## src/rtl/multi_data_sync.sv

```systemverilog
// Multi-channel CDC capture: each channel synchronizes its enable, detects an edge,
// and latches that channel's source bus into a registered holding stage.
module multi_data_sync #(
  parameter int BUS_WIDTH  = 8,
  parameter int CH_NUM     = 4,
  parameter int NUM_STAGES = 2,
  parameter int EDGE_MODE  = 0
) (
  input  logic                        CLK,
  input  logic                        RST,
  input  logic [CH_NUM*BUS_WIDTH-1:0] unsync_bus,
  input  logic [CH_NUM-1:0]           bus_enable,
  input  logic [CH_NUM-1:0]           sync_ready,
  input  logic [CH_NUM-1:0]           clr_overrun,
  output logic [CH_NUM*BUS_WIDTH-1:0] sync_bus,
  output logic [CH_NUM-1:0]           enable_pulse,
  output logic [CH_NUM-1:0]           sync_valid,
  output logic [CH_NUM-1:0]           ack,
  output logic [CH_NUM-1:0]           overrun
);

  // Handshake: sync_valid/sync_ready consume the held word on an edge where both are
  // high; a capture on that same edge replaces the word and keeps sync_valid high.
  for (genvar i = 0; i < CH_NUM; i++) begin : g_ch
    logic [NUM_STAGES-1:0] sync_q, sync_d;
    logic                  hist_q;
    logic [BUS_WIDTH-1:0]  data_q, data_d;
    logic                  pulse_q;
    logic                  valid_q, valid_d;
    logic                  ovr_q, ovr_d;
    logic                  last;
    logic                  capture;

    assign last = sync_q[NUM_STAGES-1];

    always_comb begin
      sync_d  = {sync_q[NUM_STAGES-2:0], bus_enable[i]};
      capture = (EDGE_MODE != 0) ? (last ^ hist_q) : (last & ~hist_q);
      data_d  = capture ? unsync_bus[i*BUS_WIDTH +: BUS_WIDTH] : data_q;
      valid_d = capture | (valid_q & ~sync_ready[i]);
      // A fresh set wins over a same-edge clear.
      ovr_d   = (capture & valid_q & ~sync_ready[i]) | (ovr_q & ~clr_overrun[i]);
    end

    always_ff @(posedge CLK or negedge RST) begin
      if (!RST) begin
        sync_q  <= '0;
        hist_q  <= 1'b0;
        data_q  <= '0;
        pulse_q <= 1'b0;
        valid_q <= 1'b0;
        ovr_q   <= 1'b0;
      end else begin
        sync_q  <= sync_d;
        hist_q  <= last;
        data_q  <= data_d;
        pulse_q <= capture;
        valid_q <= valid_d;
        ovr_q   <= ovr_d;
      end
    end

    assign sync_bus[i*BUS_WIDTH +: BUS_WIDTH] = data_q;
    assign enable_pulse[i] = pulse_q;
    assign sync_valid[i]   = valid_q;
    assign ack[i]          = last;
    assign overrun[i]      = ovr_q;
  end

endmodule

```

## config.mk

```make
export PLATFORM = sky130hd
export DESIGN_NAME = multi_data_sync
export DESIGN_NICKNAME = d
export VERILOG_FILES = /design/src/rtl/multi_data_sync.sv
export SDC_FILE = /design/constraint.sdc
export NUM_CORES = 1
export LEC_CHECK = 0
export CELL_PAD_IN_SITES_DETAIL_PLACEMENT = 1
export CELL_PAD_IN_SITES_GLOBAL_PLACEMENT = 1
export CORE_MARGIN = 1.5
export CORE_UTILIZATION = 31
export CTS_BUF_LIST = sky130_fd_sc_hd__clkbuf_4
export CTS_CLUSTER_SIZE = 20
export DETAILED_ROUTE_END_ITERATION = 7
export GPL_TIMING_DRIVEN = 0
export HOLD_SLACK_MARGIN = 0.03
export PLACE_DENSITY = 0.75
export SETUP_SLACK_MARGIN = 0.15
export SLEW_MARGIN = 20
export SYNTH_ARGS = -nofsm -noshare
export SYNTH_HDL_FRONTEND = slang
export SYNTH_SLANG_ARGS = --single-unit
```

## constraint.sdc

```tcl
create_clock -name CLK -period 0.9 [get_ports CLK]
set_input_delay 0.18 -clock CLK [delete_from_list [all_inputs] [get_ports CLK]]
set_output_delay 0.18 -clock CLK [all_outputs]
set_load 0.005 [all_outputs]
```

Yosys cells after proc, flatten, opt, wreduce, memory -nomap -nowiden

Cells that the tools add are included.

Flip-flop bits (word level): 56
Input bits: 46
Output and inout bits: 48
Logic and storage cells: 64

Bitwise operators: 40

Operators by type and width:

| kind          | number |
|---|---|
| $and A1 B1 Y1 | 20 |
| $not A1 Y1    | 12 |
| $or A1 B1 Y1  | 8 |

Longest topological paths before layout

Gate-level depths: netlist (run 1).

Depth in word-level cells: 5
Mapped depth: 3
Depth with buffers taken out: 3

Worst setup path after synthesis (run 1)

OpenSTA, ideal clock, no wires.

Kind: register to register
Start point: reg g_ch[0].hist_q
End point: reg g_ch[0].data_q[0]
Setup time: 125 ps
Data arrival time: 887 ps
Data required time: 775 ps
Slack: -112 ps
Cell stages (with the launch flop): 4
Buffers on the path: 0
Clock period less this slack: 1,012 ps
Path through: dfrtp_1 -> nand2b_4 -> inv_6 -> mux2_4

Cells in the longest elaborated chain, start to end: 2

RTL lines:

| element                  | RTL line | RTL |
|---|---|---|
| start: declaration       | 26       | `logic hist_q;` |
| start signal: assignment | 55       | `hist_q <= last;` |
| $not A1 Y1               | 38       | `capture = (EDGE_MODE != 0) ? (last ^ hist_q) : (last & ~hist_q);` |
| $and A1 B1 Y1            | 38       |  |
| net g_ch[0].capture      | 32       | `logic capture;` |
| end signal: assignment   | 56       | `data_q <= data_d;` |
| end: declaration         | 27       | `logic [BUS_WIDTH-1:0] data_q, data_d;` |

The timed path passes the listed nets, and every way through them passes these cells.
A chain may end at the register's enable or synchronous reset.

Final worst setup path (run 1)

Start point: reg g_ch[3].sync_q[1]
End point: reg g_ch[3].data_q[1]

Cells in the longest elaborated chain, start to end: 1

RTL lines:

| element                  | RTL line | RTL |
|---|---|---|
| start: declaration       | 25       | `logic [NUM_STAGES-1:0] sync_q, sync_d;` |
| start signal: assignment | 54       | `sync_q <= sync_d;` |
| $and A1 B1 Y1            | 38       |  |
| net g_ch[3].capture      | 32       |  |
| end signal: assignment   | 56       |  |
| end: declaration         | 27       |  |

The timed path passes the listed nets, and every way through them passes these cells.

==> flow_results.xml, run 1 <==
<?xml version="1.0" encoding="UTF-8"?>
<metrics>
  <group name="status">
    <metric name="result_of_the_run" unit="">finished, violations left</metric>
    <metric name="violated_checks" unit="">hold timing, setup timing</metric>
  </group>
  <group name="clock_tree">
    <metric name="tritoncts" unit="">yes</metric>
    <metric name="clockRootBuffer" unit="">clkbuf_4</metric>
    <metric name="worstSkewPairLatency" unit="ns">0.37</metric>
    <metric name="clock_transition_at_the_register_clock_pins_on_the_worst_setup_and_hold_paths_after_cts" unit="ns">0.16</metric>
    <metric name="cts_max_path_buffers" unit="">2</metric>
    <metric name="cts_buffers" unit="">5</metric>
    <metric name="htreeDepth" unit="">2</metric>
    <metric name="sinks_on_clock_net" unit="">56</metric>
  </group>
  <group name="synthesis">
    <metric name="synth.net_count" unit="">174</metric>
    <metric name="synth-main-ff-cell" unit="">dfrtp_1</metric>
    <metric name="netlist.top_cell.by_area" unit="">dfrtp_1</metric>
    <metric name="synth_seq_area_share" unit="%">64.5</metric>
    <metric name="synthArstFlopShare" unit="%">100</metric>
    <metric name="synth_edf_count" unit="">0</metric>
    <metric name="synthMostInstantiatedCell" unit="">dfrtp_1</metric>
    <metric name="synthSimpleGateAreaFrac" unit="%">4.38</metric>
    <metric name="flip_flop_and_latch_count_after_synthesis" unit="">56</metric>
    <metric name="ys_types" unit="">9</metric>
    <metric name="netlist_top_cells_count" unit="">dfrtp_1 (56), mux2_4 (32), buf_4 (16)</metric>
    <metric name="synthesis.yosys.warnings" unit="">0</metric>
    <metric name="synth_xor_area_share" unit="%">0</metric>
    <metric name="synth_area_in_adders" unit="%">0</metric>
    <metric name="synthCells" unit="">128</metric>
    <metric name="synth.cell_area" unit="um^2">2170</metric>
    <metric name="post_synth_mux_area_share" unit="%">22.1</metric>
    <metric name="synth_largest_type_area_fraction" unit="%">64.5</metric>
    <metric name="syn-mean-instance-area" unit="um^2">17.0</metric>
    <metric name="yosys-top-cells-area" unit="">dfrtp_1 (65%), mux2_4 (22%), buf_4 (5.5%), nand2b_4 (2.5%), inv_6 (1.6%)</metric>
    <metric name="synth_top_family_by_area" unit="">multiplexers</metric>
    <metric name="synth_compound_area_share" unit="%">1.15</metric>
  </group>
  <group name="timing">
    <metric name="clock.fmax" unit="MHz">833</metric>
    <metric name="max_slew_margin" unit="%">53.1</metric>
    <metric name="worst_hold_slack" unit="ns">-0.175</metric>
    <metric name="tightest_slew" unit="ns">0.703</metric>
    <metric name="report.final.hold_viol_count" unit="">56</metric>
    <metric name="final_period_minus_worst_setup_slack" unit="ns">1.20</metric>
    <metric name="finalMaxSlewViolations" unit="">0</metric>
    <metric name="fin_tns_setup" unit="ns">-17.91</metric>
    <metric name="unrepaired_setup_endpoints_after_global_routing" unit="">yes</metric>
    <metric name="min_period_over_period" unit="%">133</metric>
    <metric name="final.setup.worst_slack" unit="ns">-0.301</metric>
    <metric name="fin_worst_skew" unit="ns">0.0117</metric>
    <metric name="final-setup-viol-count" unit="">88</metric>
  </group>
  <group name="final_layout">
    <metric name="drive_gt1_share" unit="%">59.1</metric>
    <metric name="final_cells" unit="">365</metric>
    <metric name="final_util" unit="%">52.9</metric>
    <metric name="area_delta_synth_final" unit="%">65.3</metric>
    <metric name="fin_area" unit="um^2">3590</metric>
    <metric name="nNetsFinal" unit="">314</metric>
    <metric name="antenna-diode-count" unit="">0</metric>
  </group>
  <group name="floorplan">
    <metric name="design.die.area" unit="um^2">7520</metric>
    <metric name="floorplan_core_area" unit="um^2">6790</metric>
    <metric name="num_rows" unit="">30</metric>
    <metric name="die_width" unit="um">86.7</metric>
    <metric name="number_of_top_level_design_ports" unit="">94</metric>
    <metric name="starting_utilization_of_the_core_area" unit="%">32.0</metric>
    <metric name="floorplan.die.height" unit="um">86.7</metric>
  </group>
  <group name="drt">
    <metric name="route.antenna.remaining_nets" unit="">0</metric>
    <metric name="routed_wire_length" unit="um">4760</metric>
    <metric name="routed_via_density" unit="">3.99</metric>
    <metric name="routedWlPerCell" unit="um">13.0</metric>
    <metric name="number_of_drc_violations_after_detailed_routing_iteration_0" unit="">19</metric>
    <metric name="route.vias.total" unit="">1455</metric>
    <metric name="first_pass_iters" unit="">2</metric>
    <metric name="detail_route.drc_violations" unit="">0</metric>
  </group>
  <group name="grt">
    <metric name="grt.overflow.total" unit="">0</metric>
    <metric name="groute.layer.met3.usage" unit="%">4.48</metric>
    <metric name="first_pass_grt_wire_length" unit="um">7320</metric>
    <metric name="grt_pass1_vias" unit="">1537</metric>
    <metric name="grt-busiest-layer" unit="">met2</metric>
    <metric name="maximum_number_of_pins_on_one_net_before_global_route_repair" unit="">57</metric>
    <metric name="met1_usage" unit="%">14.6</metric>
    <metric name="initial_antenna_violation_count" unit="">0</metric>
    <metric name="gr-usage-met2" unit="%">22.3</metric>
    <metric name="grt.total_usage" unit="%">12.7</metric>
  </group>
  <group name="worst_setup_path">
    <metric name="reg2reg_depth" unit="">5</metric>
    <metric name="worst_path_arrival" unit="ns">1.47</metric>
    <metric name="r2r_start" unit="">g_ch[3].sync_q[1]</metric>
    <metric name="rrSetupSlack" unit="ns">-0.30</metric>
    <metric name="timing.setup.critical_path_class" unit="">flip-flop to flip-flop</metric>
    <metric name="required_time_of_the_critical_path" unit="ns">1.17</metric>
    <metric name="timing.critical_path.fanout_max" unit="">9</metric>
    <metric name="end_kind" unit="">flip-flop</metric>
    <metric name="cp-start-kind" unit="">flip-flop</metric>
    <metric name="worst_r2r_endpoint" unit="">g_ch[3].data_q[1]</metric>
  </group>
  <group name="placement">
    <metric name="port_buffer_count" unit="">93</metric>
    <metric name="gp_congestion" unit="">0.699</metric>
    <metric name="place_area" unit="um^2">3230</metric>
    <metric name="dp.final_hpwl" unit="um">3080</metric>
    <metric name="post-place-cells" unit="">317</metric>
  </group>
  <group name="job">
    <metric name="cap_viol_max_count" unit="">0</metric>
  </group>
  <group name="pwr">
    <metric name="report.power.total" unit="mW">5.77</metric>
    <metric name="vdd_ir_drop_max" unit="mV">0.785</metric>
    <metric name="pwr_density_cell" unit="nW/um^2">1610</metric>
    <metric name="leakagePower" unit="nW">1.76</metric>
  </group>
  <group name="worst_hold_path">
    <metric name="hp-class" unit="">primary input to asynchronous set/reset pin</metric>
  </group>
</metrics>
## stage by stage
step	setup slack, ns	hold slack, ns
floorplan	-0.104	-0.116
global placement	-2.11	0.331
detailed placement	-0.301	0.286
CTS	-0.332	-0.157
global route	-0.367	-0.147
finish	-0.301	-0.175
## repair_timing
item                                    in CTS  in global routing
hold endpoints to repair                    56                 56
resized for setup                          227                 10
buffers inserted                            20                 20
gates cloned                                 0                  0
endpoints found under the setup margin      85                 92
pin swaps                                    0                  2
## worst max-delay path, stage by stage, from the launching register on
cell and delay, ns:
dfrtp_1 0.43, buf_6 0.12, buf_6 0.11, nand2b_4 0.09, inv_8 0.06, mux2_4 0.29
## worst max-delay path by stage
stage	from	depth (start not counted)	slack, ns	end
finish	g_ch[3].sync_q[1]	5	-0.30	g_ch[3].data_q[1]
global route	g_ch[2].sync_q[1]	2	-0.37	ack[2]
CTS	g_ch[1].valid_q	2	-0.33	sync_valid[1]
detailed placement	g_ch[3].sync_q[1]	2	-0.30	ack[3]
global placement	RST	1	-2.11	g_ch[3].data_q[6]
floorplan	g_ch[0].hist_q	3	-0.10	g_ch[0].data_q[0]
## metal layers
layer | part of all wire [%] | wire [um]
met1 | 40 | 1890
met2 | 53 | 2500
met3 | 6.4 | 307
met4 | 1.2 | 59
met5 | 0 | 0
## layout by cell type (no fill, tap or decap), types with 2 or more instances in the layout
cell type and instances:
dfrtp_1 56, clkbuf_4 6, o22ai_2 4, mux2_4 32, buf_4 33, nand2_1 2, nand2b_4 4, clkdlybuf4s50_1 44
buf_6 40, inv_8 4, nand2_2 2, buf_2 32, nand2b_1 4, inv_1 4
## final cells by class
class / count / area, um^2
multi-input cells: 48 / 631
flip-flops and latches: 56 / 1400
inverters: 8 / 60.1
repair buffers: 133 / 1120
fillers: 704 / 3200
well taps: 96 / 120
clock inverters: 2 / 35.0
clock buffers: 6 / 45.0
plain buffers: 16 / 176
## registers in the layout (all words and copies together), names as in the netlist
register	count
g_ch.sync_q	8
g_ch.ovr_q	4
g_ch.data_q	32
g_ch.valid_q	4
g_ch.pulse_q	4
g_ch.hist_q	4
## report_power, final
| part | internal [mW] | switching [mW] | leakage, nW |
|---|---|---|---|
| Sequential | 2.79 | 0.147 | 0.669 |
| Clock | 0.614 | 0.752 | 0.0456 |
| Combinational | 1.03 | 0.431 | 1.05 |
## kinds of logic after synthesis
kind of cell | count (synthesis)
flip-flops | 56
AO/OA/AOI/OAI | 4
AND/OR/NAND/NOR | 12
multiplexers | 32
buffers and inverters | 24
(Power assumes the default switching activity.)
==> inputs of run 2 (changes only) <==
--- a/constraint.sdc
+++ b/constraint.sdc
@@ -3,2 +3,2 @@
 set_output_delay 0.18 -clock CLK [all_outputs]
-set_load 0.005 [all_outputs]
+set_load 0.01 [all_outputs]
==> flow_results.xml, run 2 (synthesis gave the netlist of run 1 again) <==
<?xml version="1.0" encoding="UTF-8"?>
<metrics>
  <group name="status">
    <metric name="result_of_the_run" unit="">finished, violations left</metric>
    <metric name="violated_checks" unit="">hold timing, setup timing</metric>
  </group>
  <group name="drt">
    <metric name="routed_via_density" unit="">3.99</metric>
    <metric name="detailroute.wirelength.met3" unit="um">318</metric>
    <metric name="detail_route.drc_violations" unit="">0</metric>
    <metric name="route.vias.total" unit="">1454</metric>
    <metric name="drt-met1-wl" unit="um">1900</metric>
    <metric name="route.antenna.remaining_nets" unit="">0</metric>
    <metric name="routed_wire_length" unit="um">4820</metric>
    <metric name="first_pass_iters" unit="">2</metric>
    <metric name="top_layer" unit="">met4</metric>
    <metric name="met2RoutedLength" unit="um">2540</metric>
    <metric name="number_of_drc_violations_after_detailed_routing_iteration_0" unit="">4</metric>
    <metric name="routedWlPerCell" unit="um">13.2</metric>
  </group>
  <group name="final_layout">
    <metric name="antenna-diode-count" unit="">0</metric>
    <metric name="multiInputGateArea" unit="um^2">624</metric>
    <metric name="largest_register_ff_count" unit="">32</metric>
    <metric name="registers.top_by_ff_count" unit="">g_ch.data_q</metric>
    <metric name="most_common_library_cell_in_the_layout_ignoring_fill_and_taps" unit="">dfrtp_1</metric>
    <metric name="biggestRegsByFlops" unit="">g_ch.data_q (32), g_ch.sync_q (8)</metric>
    <metric name="nNetsFinal" unit="">313</metric>
    <metric name="layout_common_cells" unit="">dfrtp_1 (56), buf_6 (46), clkdlybuf4s50_1 (44)</metric>
    <metric name="n_fill_cell" unit="">704</metric>
    <metric name="drive_gt1_share" unit="%">58.6</metric>
    <metric name="area_delta_synth_final" unit="%">66.3</metric>
    <metric name="register_area" unit="um^2">1400</metric>
  </group>
  <group name="clock_tree">
    <metric name="htreeDepth" unit="">2</metric>
    <metric name="tritoncts" unit="">yes</metric>
    <metric name="cts_max_path_buffers" unit="">2</metric>
    <metric name="cts_buffers" unit="">5</metric>
    <metric name="worstSkewPairLatency" unit="ns">0.37</metric>
    <metric name="clock_transition_at_the_register_clock_pins_on_the_worst_setup_and_hold_paths_after_cts" unit="ns">0.16</metric>
    <metric name="clockRootBuffer" unit="">clkbuf_4</metric>
    <metric name="sinks_on_clock_net" unit="">56</metric>
  </group>
  <group name="grt">
    <metric name="grt_pass1_vias" unit="">1540</metric>
    <metric name="grt.total_usage" unit="%">12.7</metric>
    <metric name="first_pass_grt_wire_length" unit="um">7330</metric>
    <metric name="maximum_number_of_pins_on_one_net_before_global_route_repair" unit="">57</metric>
    <metric name="grt.overflow.total" unit="">0</metric>
    <metric name="initial_antenna_violation_count" unit="">0</metric>
  </group>
  <group name="worst_hold_path">
    <metric name="hp-class" unit="">primary input to asynchronous set/reset pin</metric>
  </group>
  <group name="placement">
    <metric name="worst_case_setup_slack_after_placement" unit="ns">-0.335</metric>
    <metric name="port_buffer_count" unit="">93</metric>
    <metric name="gp_congestion" unit="">0.699</metric>
    <metric name="dp.final_hpwl" unit="um">3080</metric>
  </group>
  <group name="timing">
    <metric name="worst_hold_slack" unit="ns">-0.160</metric>
    <metric name="final_period_minus_worst_setup_slack" unit="ns">1.20</metric>
    <metric name="final.setup.worst_slack" unit="ns">-0.305</metric>
    <metric name="fin_tns_setup" unit="ns">-18.58</metric>
    <metric name="fin_worst_skew" unit="ns">0.0109</metric>
    <metric name="finalMaxSlewViolations" unit="">0</metric>
    <metric name="tightest_slew" unit="ns">0.705</metric>
    <metric name="clock.fmax" unit="MHz">830</metric>
    <metric name="max_slew_margin" unit="%">53.0</metric>
    <metric name="final-setup-viol-count" unit="">88</metric>
    <metric name="unrepaired_setup_endpoints_after_global_routing" unit="">yes</metric>
    <metric name="report.final.hold_viol_count" unit="">56</metric>
    <metric name="min_period_over_period" unit="%">134</metric>
  </group>
  <group name="worst_setup_path">
    <metric name="r2r_start" unit="">g_ch[3].sync_q[1]</metric>
    <metric name="required_time_of_the_critical_path" unit="ns">0.72</metric>
    <metric name="timing.critical_path.fanout_max" unit="">2</metric>
    <metric name="rrSetupSlack" unit="ns">-0.30</metric>
    <metric name="end_kind" unit="">output port</metric>
    <metric name="worst_path_arrival" unit="ns">1.02</metric>
    <metric name="cp-start-kind" unit="">flip-flop</metric>
    <metric name="timing.setup.critical_path_class" unit="">flip-flop to output port</metric>
    <metric name="worst_r2r_endpoint" unit="">g_ch[3].data_q[1]</metric>
    <metric name="reg2reg_depth" unit="">5</metric>
  </group>
  <group name="floorplan">
    <metric name="floorplan.die.height" unit="um">86.7</metric>
    <metric name="floorplan_core_area" unit="um^2">6790</metric>
    <metric name="number_of_top_level_design_ports" unit="">94</metric>
    <metric name="die_width" unit="um">86.7</metric>
    <metric name="starting_utilization_of_the_core_area" unit="%">32.0</metric>
    <metric name="num_rows" unit="">30</metric>
    <metric name="design.die.area" unit="um^2">7520</metric>
  </group>
  <group name="pwr">
    <metric name="power_switching" unit="mW">1.44</metric>
    <metric name="clockPowerShare" unit="%">23.1</metric>
    <metric name="p_int" unit="mW">4.47</metric>
    <metric name="p_comb_share" unit="%">27.0</metric>
    <metric name="vdd_ir_drop_max" unit="mV">0.797</metric>
    <metric name="p_seq_share" unit="%">49.9</metric>
    <metric name="p_sw_share" unit="%">24.3</metric>
    <metric name="leakagePower" unit="nW">1.77</metric>
    <metric name="pwr_density_cell" unit="nW/um^2">1630</metric>
  </group>
  <group name="job">
    <metric name="cap_viol_max_count" unit="">0</metric>
  </group>
</metrics>
==> run 2: cell types whose count changed in the layout (fill, tap and decap cells not counted) <==
cell     before  now
buf_2        32   27
buf_4        33   31
buf_6        40   46
o22ai_1       0    1
o22ai_2       4    3
==> run 2: power groups by stage <==
| stage | logic, mW | registers [mW] | clock network, mW |
|---|---|---|---|
| floorplan | 0.514 | 3.07 | 0 |
| global placement | 1.42 | 2.98 | 0 |
| detailed placement | 1.44 | 2.99 | 0 |
| CTS | 1.44 | 2.94 | 1.44 |
| global route | 1.71 | 2.98 | 1.53 |
| finish | 1.60 | 2.95 | 1.36 |
==> run 2: metal layers <==
metal / track usage [%] / vias to the layer above
met1: 14.6 / 712
met2: 22.3 / 53
met5: 0 / -
li1: - / 683
met4: 3.96 / 0
met3: 4.48 / 6
==> run 2: repair_timing <==
item | 4_1_cts | 5_1_grt
setup buffers | 20 | 19
gates resized for setup | 230 | 13
pin swaps | 0 | 2
hold endpoints to repair | 56 | 56
endpoints found under the setup margin | 85 | 92
==> run 2: how the worst max path moves through the flow <==
stage	from	to	depth (start not counted)
finish	g_ch[2].ovr_q	overrun[2]	2
global route	g_ch[3].sync_q[1]	ack[3]	2
CTS	g_ch[1].valid_q	sync_valid[1]	2
detailed placement	g_ch[3].sync_q[1]	ack[3]	2
global placement	RST	g_ch[3].data_q[6]	1
floorplan	g_ch[0].hist_q	g_ch[0].data_q[0]	3
==> run 2: layout make-up <==
| cell class | instances | share of cell area (%) |
|---|---|---|
| timing repair buffer | 132 | 31.7 |
| tap | 96 | 3.33 |
| sequential | 56 | 38.8 |
| multi-input combinational | 48 | 17.3 |
| buffer | 16 | 4.99 |
| inverter | 8 | 1.66 |
| clock inverter | 2 | 0.970 |
| clock buffer | 6 | 1.25 |
==> run 2: worst max-delay path: stages, from the launching register on <==
cell and delay [ns]:
dfrtp_1 0.43, buf_6 0.12, buf_6 0.11
==> run 2: stage by stage <==
step                      cells  utilization, %  total power, mW  cell area, um^2
after floorplan             128               -             3.59             2180
after global placement      317            47.6             4.40             3230
after detailed placement    317            47.6             4.43             3230
after CTS                   345            50.2             5.82             3410
after global routing        364            53.2             6.22             3610
final                       364            53.2             5.91             3610
==> inputs of run 3 (changes only) <==
- CORE_UTILIZATION: 31 -> 34
- GPL_TIMING_DRIVEN: 0 -> unset
- PLACE_DENSITY: 0.75 -> 0.78
- RECOVER_POWER: unset -> 100
- clock period: 0.9 -> 1.2 ns (I/O delays scaled with it)
==> flow_results.xml, run 3 (synthesis gave the netlist of run 1 again) <==
<?xml version="1.0" encoding="UTF-8"?>
<metrics>
  <group name="clock_tree">
    <metric name="clock_transition_at_the_register_clock_pins_on_the_worst_setup_and_hold_paths_after_cts" unit="ns">0.15</metric>
    <metric name="cts_buffers" unit="">5</metric>
    <metric name="worstSkewPairLatency" unit="ns">0.38</metric>
    <metric name="cts_max_path_buffers" unit="">2</metric>
    <metric name="tritoncts" unit="">yes</metric>
    <metric name="clockRootBuffer" unit="">clkbuf_4</metric>
    <metric name="sinks_on_clock_net" unit="">56</metric>
    <metric name="htreeDepth" unit="">2</metric>
  </group>
  <group name="worst_setup_path">
    <metric name="cpPeakStageDelay" unit="ns">0.42</metric>
    <metric name="worst_path_arrival" unit="ns">1.49</metric>
    <metric name="cp-start-kind" unit="">flip-flop</metric>
    <metric name="timing.setup.critical_path_class" unit="">flip-flop to flip-flop</metric>
    <metric name="worst-path-buf-inv" unit="">3</metric>
    <metric name="end_kind" unit="">flip-flop</metric>
    <metric name="cpLargestDelayFamily" unit="">flip-flops</metric>
    <metric name="rrSetupSlack" unit="ns">-0.04</metric>
    <metric name="worst_r2r_endpoint" unit="">g_ch[3].data_q[2]</metric>
    <metric name="r2r_start" unit="">g_ch[3].sync_q[1]</metric>
    <metric name="timing.critical_path.fanout_max" unit="">5</metric>
    <metric name="critical_path_cell_count" unit="">5</metric>
    <metric name="cp_slowest_cell" unit="">dfrtp_1</metric>
    <metric name="required_time_of_the_critical_path" unit="ns">1.46</metric>
    <metric name="worst_path_most_repeated_cell" unit="">buf_6</metric>
    <metric name="crit_path_cell_trace" unit="">buf_6 &gt; buf_6 &gt; nand2b_4 &gt; inv_8 &gt; mux2_4</metric>
    <metric name="reg2reg_depth" unit="">5</metric>
  </group>
  <group name="timing">
    <metric name="report.final.hold_viol_count" unit="">0</metric>
    <metric name="final.setup.worst_slack" unit="ns">-0.0361</metric>
    <metric name="final-setup-viol-count" unit="">8</metric>
    <metric name="unrepaired_setup_endpoints_after_global_routing" unit="">yes</metric>
    <metric name="tightest_slew" unit="ns">0.749</metric>
    <metric name="max_slew_margin" unit="%">50.0</metric>
    <metric name="min_period_over_period" unit="%">103</metric>
    <metric name="fin_worst_skew" unit="ns">0.0234</metric>
    <metric name="finalMaxSlewViolations" unit="">0</metric>
    <metric name="final_period_minus_worst_setup_slack" unit="ns">1.24</metric>
    <metric name="worst_hold_slack" unit="ns">0.369</metric>
    <metric name="clock.fmax" unit="MHz">809</metric>
  </group>
  <group name="drt">
    <metric name="route.antenna.remaining_nets" unit="">0</metric>
    <metric name="detail_route.drc_violations" unit="">0</metric>
    <metric name="routedWlPerCell" unit="um">15.1</metric>
    <metric name="routed_via_density" unit="">4.29</metric>
    <metric name="routed_wire_length" unit="um">5060</metric>
    <metric name="route.vias.total" unit="">1436</metric>
    <metric name="number_of_drc_violations_after_detailed_routing_iteration_0" unit="">28</metric>
    <metric name="first_pass_iters" unit="">3</metric>
  </group>
  <group name="placement">
    <metric name="gp_congestion" unit="">0.719</metric>
    <metric name="post-place-cells" unit="">285</metric>
    <metric name="place_area" unit="um^2">3120</metric>
    <metric name="port_buffer_count" unit="">93</metric>
    <metric name="dp.final_hpwl" unit="um">3360</metric>
  </group>
  <group name="final_layout">
    <metric name="antenna-diode-count" unit="">0</metric>
    <metric name="biggestRegsByFlops" unit="">g_ch.data_q (32), g_ch.sync_q (8)</metric>
    <metric name="registers.top_by_ff_count" unit="">g_ch.data_q</metric>
    <metric name="most_common_library_cell_in_the_layout_ignoring_fill_and_taps" unit="">dfrtp_1</metric>
    <metric name="n_fill_cell" unit="">618</metric>
    <metric name="layout_common_cells" unit="">dfrtp_1 (56), clkdlybuf4s50_1 (40), buf_2 (38)</metric>
    <metric name="drive_gt1_share" unit="%">53.5</metric>
    <metric name="fin_area" unit="um^2">3330</metric>
    <metric name="final_util" unit="%">55.0</metric>
    <metric name="largest_register_ff_count" unit="">32</metric>
    <metric name="nNetsFinal" unit="">305</metric>
    <metric name="final_cells" unit="">335</metric>
    <metric name="area_delta_synth_final" unit="%">53.5</metric>
  </group>
  <group name="status">
    <metric name="result_of_the_run" unit="">finished, violations left</metric>
    <metric name="violated_checks" unit="">setup timing</metric>
  </group>
  <group name="job">
    <metric name="cap_viol_max_count" unit="">0</metric>
  </group>
  <group name="grt">
    <metric name="maximum_number_of_pins_on_one_net_before_global_route_repair" unit="">57</metric>
    <metric name="groute.layer.met3.usage" unit="%">3.58</metric>
    <metric name="grt.total_usage" unit="%">14.9</metric>
    <metric name="grt.overflow.total" unit="">0</metric>
    <metric name="grt_pass1_vias" unit="">1476</metric>
    <metric name="gr-usage-met2" unit="%">23.7</metric>
    <metric name="initial_antenna_violation_count" unit="">0</metric>
    <metric name="grt-busiest-layer" unit="">met2</metric>
    <metric name="first_pass_grt_wire_length" unit="um">7970</metric>
    <metric name="met1_usage" unit="%">19.8</metric>
  </group>
  <group name="worst_hold_path">
    <metric name="hp-class" unit="">flip-flop to flip-flop</metric>
    <metric name="hold_path_depth" unit="">0</metric>
    <metric name="worst_hold_path.endpoint" unit="">g_ch[2].sync_q[1]</metric>
    <metric name="min_from" unit="">g_ch[2].sync_q[0]</metric>
  </group>
  <group name="floorplan">
    <metric name="num_rows" unit="">28</metric>
    <metric name="number_of_top_level_design_ports" unit="">94</metric>
    <metric name="floorplan_core_area" unit="um^2">6060</metric>
    <metric name="starting_utilization_of_the_core_area" unit="%">35.8</metric>
    <metric name="floorplan.die.height" unit="um">82.9</metric>
    <metric name="design.die.area" unit="um^2">6880</metric>
    <metric name="die_width" unit="um">82.9</metric>
  </group>
  <group name="pwr">
    <metric name="leakagePower" unit="nW">1.66</metric>
    <metric name="vdd_ir_drop_max" unit="mV">0.756</metric>
    <metric name="pwr_density_cell" unit="nW/um^2">1260</metric>
  </group>
</metrics>
run 3: changes by cell type in the layout (fill, tap and decap cells not counted), moves of 4 or more:
| cell | change |
|---|---|
| clkbuf_1 | +4 |
| dlygate4sd3_1 | +5 |
| buf_6 | -33 |
| clkdlybuf4s50_1 | -4 |
| buf_4 | +5 |
| clkbuf_4 | +4 |
| buf_2 | +11 |
run 3: how the worst max path moves through the flow:
stage                                 start                 to  slack, ns
after floorplan              g_ch[0].hist_q  g_ch[0].data_q[0]       0.19
after global placement    g_ch[3].data_q[0]       sync_bus[24]       0.07
after detailed placement  g_ch[1].data_q[6]       sync_bus[14]       0.05
after CTS                 g_ch[3].sync_q[1]  g_ch[3].data_q[2]      -0.04
after global routing      g_ch[3].sync_q[1]  g_ch[3].data_q[0]      -0.07
final                     g_ch[3].sync_q[1]  g_ch[3].data_q[2]      -0.04
run 3: through the flow:
step / worst slack, ns / setup TNS (ns) / total power, mW
after floorplan: 0.188 / 0 / 2.69
after global placement: 0.0664 / 0 / 3.27
after detailed placement: 0.0462 / 0 / 3.30
after CTS: -0.0352 / -0.343 / 4.15
after global routing: -0.0745 / -1.82 / 4.44
final: -0.0361 / -0.259 / 4.20
run 3: where the power goes:
group          internal, mW  switching, mW  total, mW
Clock                 0.282          0.564      0.846
Sequential             2.09          0.108       2.20
Combinational         0.745          0.405       1.15
Total                  3.12           1.08       4.20
run 3: per-layer routing:
metal | share of wire, % | vias to the layer above
li1 | - | 670
met1 | 46 | 702
met2 | 48 | 58
met3 | 4.8 | 6
met4 | 1.7 | 0
met5 | 0 | -
run 3: repair_timing:
action | CTS | global route
endpoints found under the hold margin | 56 | 0
buffers inserted | 24 | 16
endpoints found under the setup margin | 80 | 81
gates cloned | 1 | 0
resized for setup | 204 | 11
hold buffers | 1 | 0
run 3: final cells by class:
| class | count | area (um^2) | area share [%] |
|---|---|---|---|
| Sequential cell | 56 | 1400 | 42.0 |
| Timing Repair Buffer | 139 | 1090 | 32.8 |
| Multi-Input combinational cell | 48 | 601 | 18.0 |
| Tap cell | 75 | 93.8 | 2.82 |
| Inverter | 8 | 75.1 | 2.25 |
| Clock buffer | 7 | 52.6 | 1.58 |
| Clock inverter | 1 | 8.76 | 0.263 |
| Timing Repair inverter | 1 | 6.26 | 0.188 |
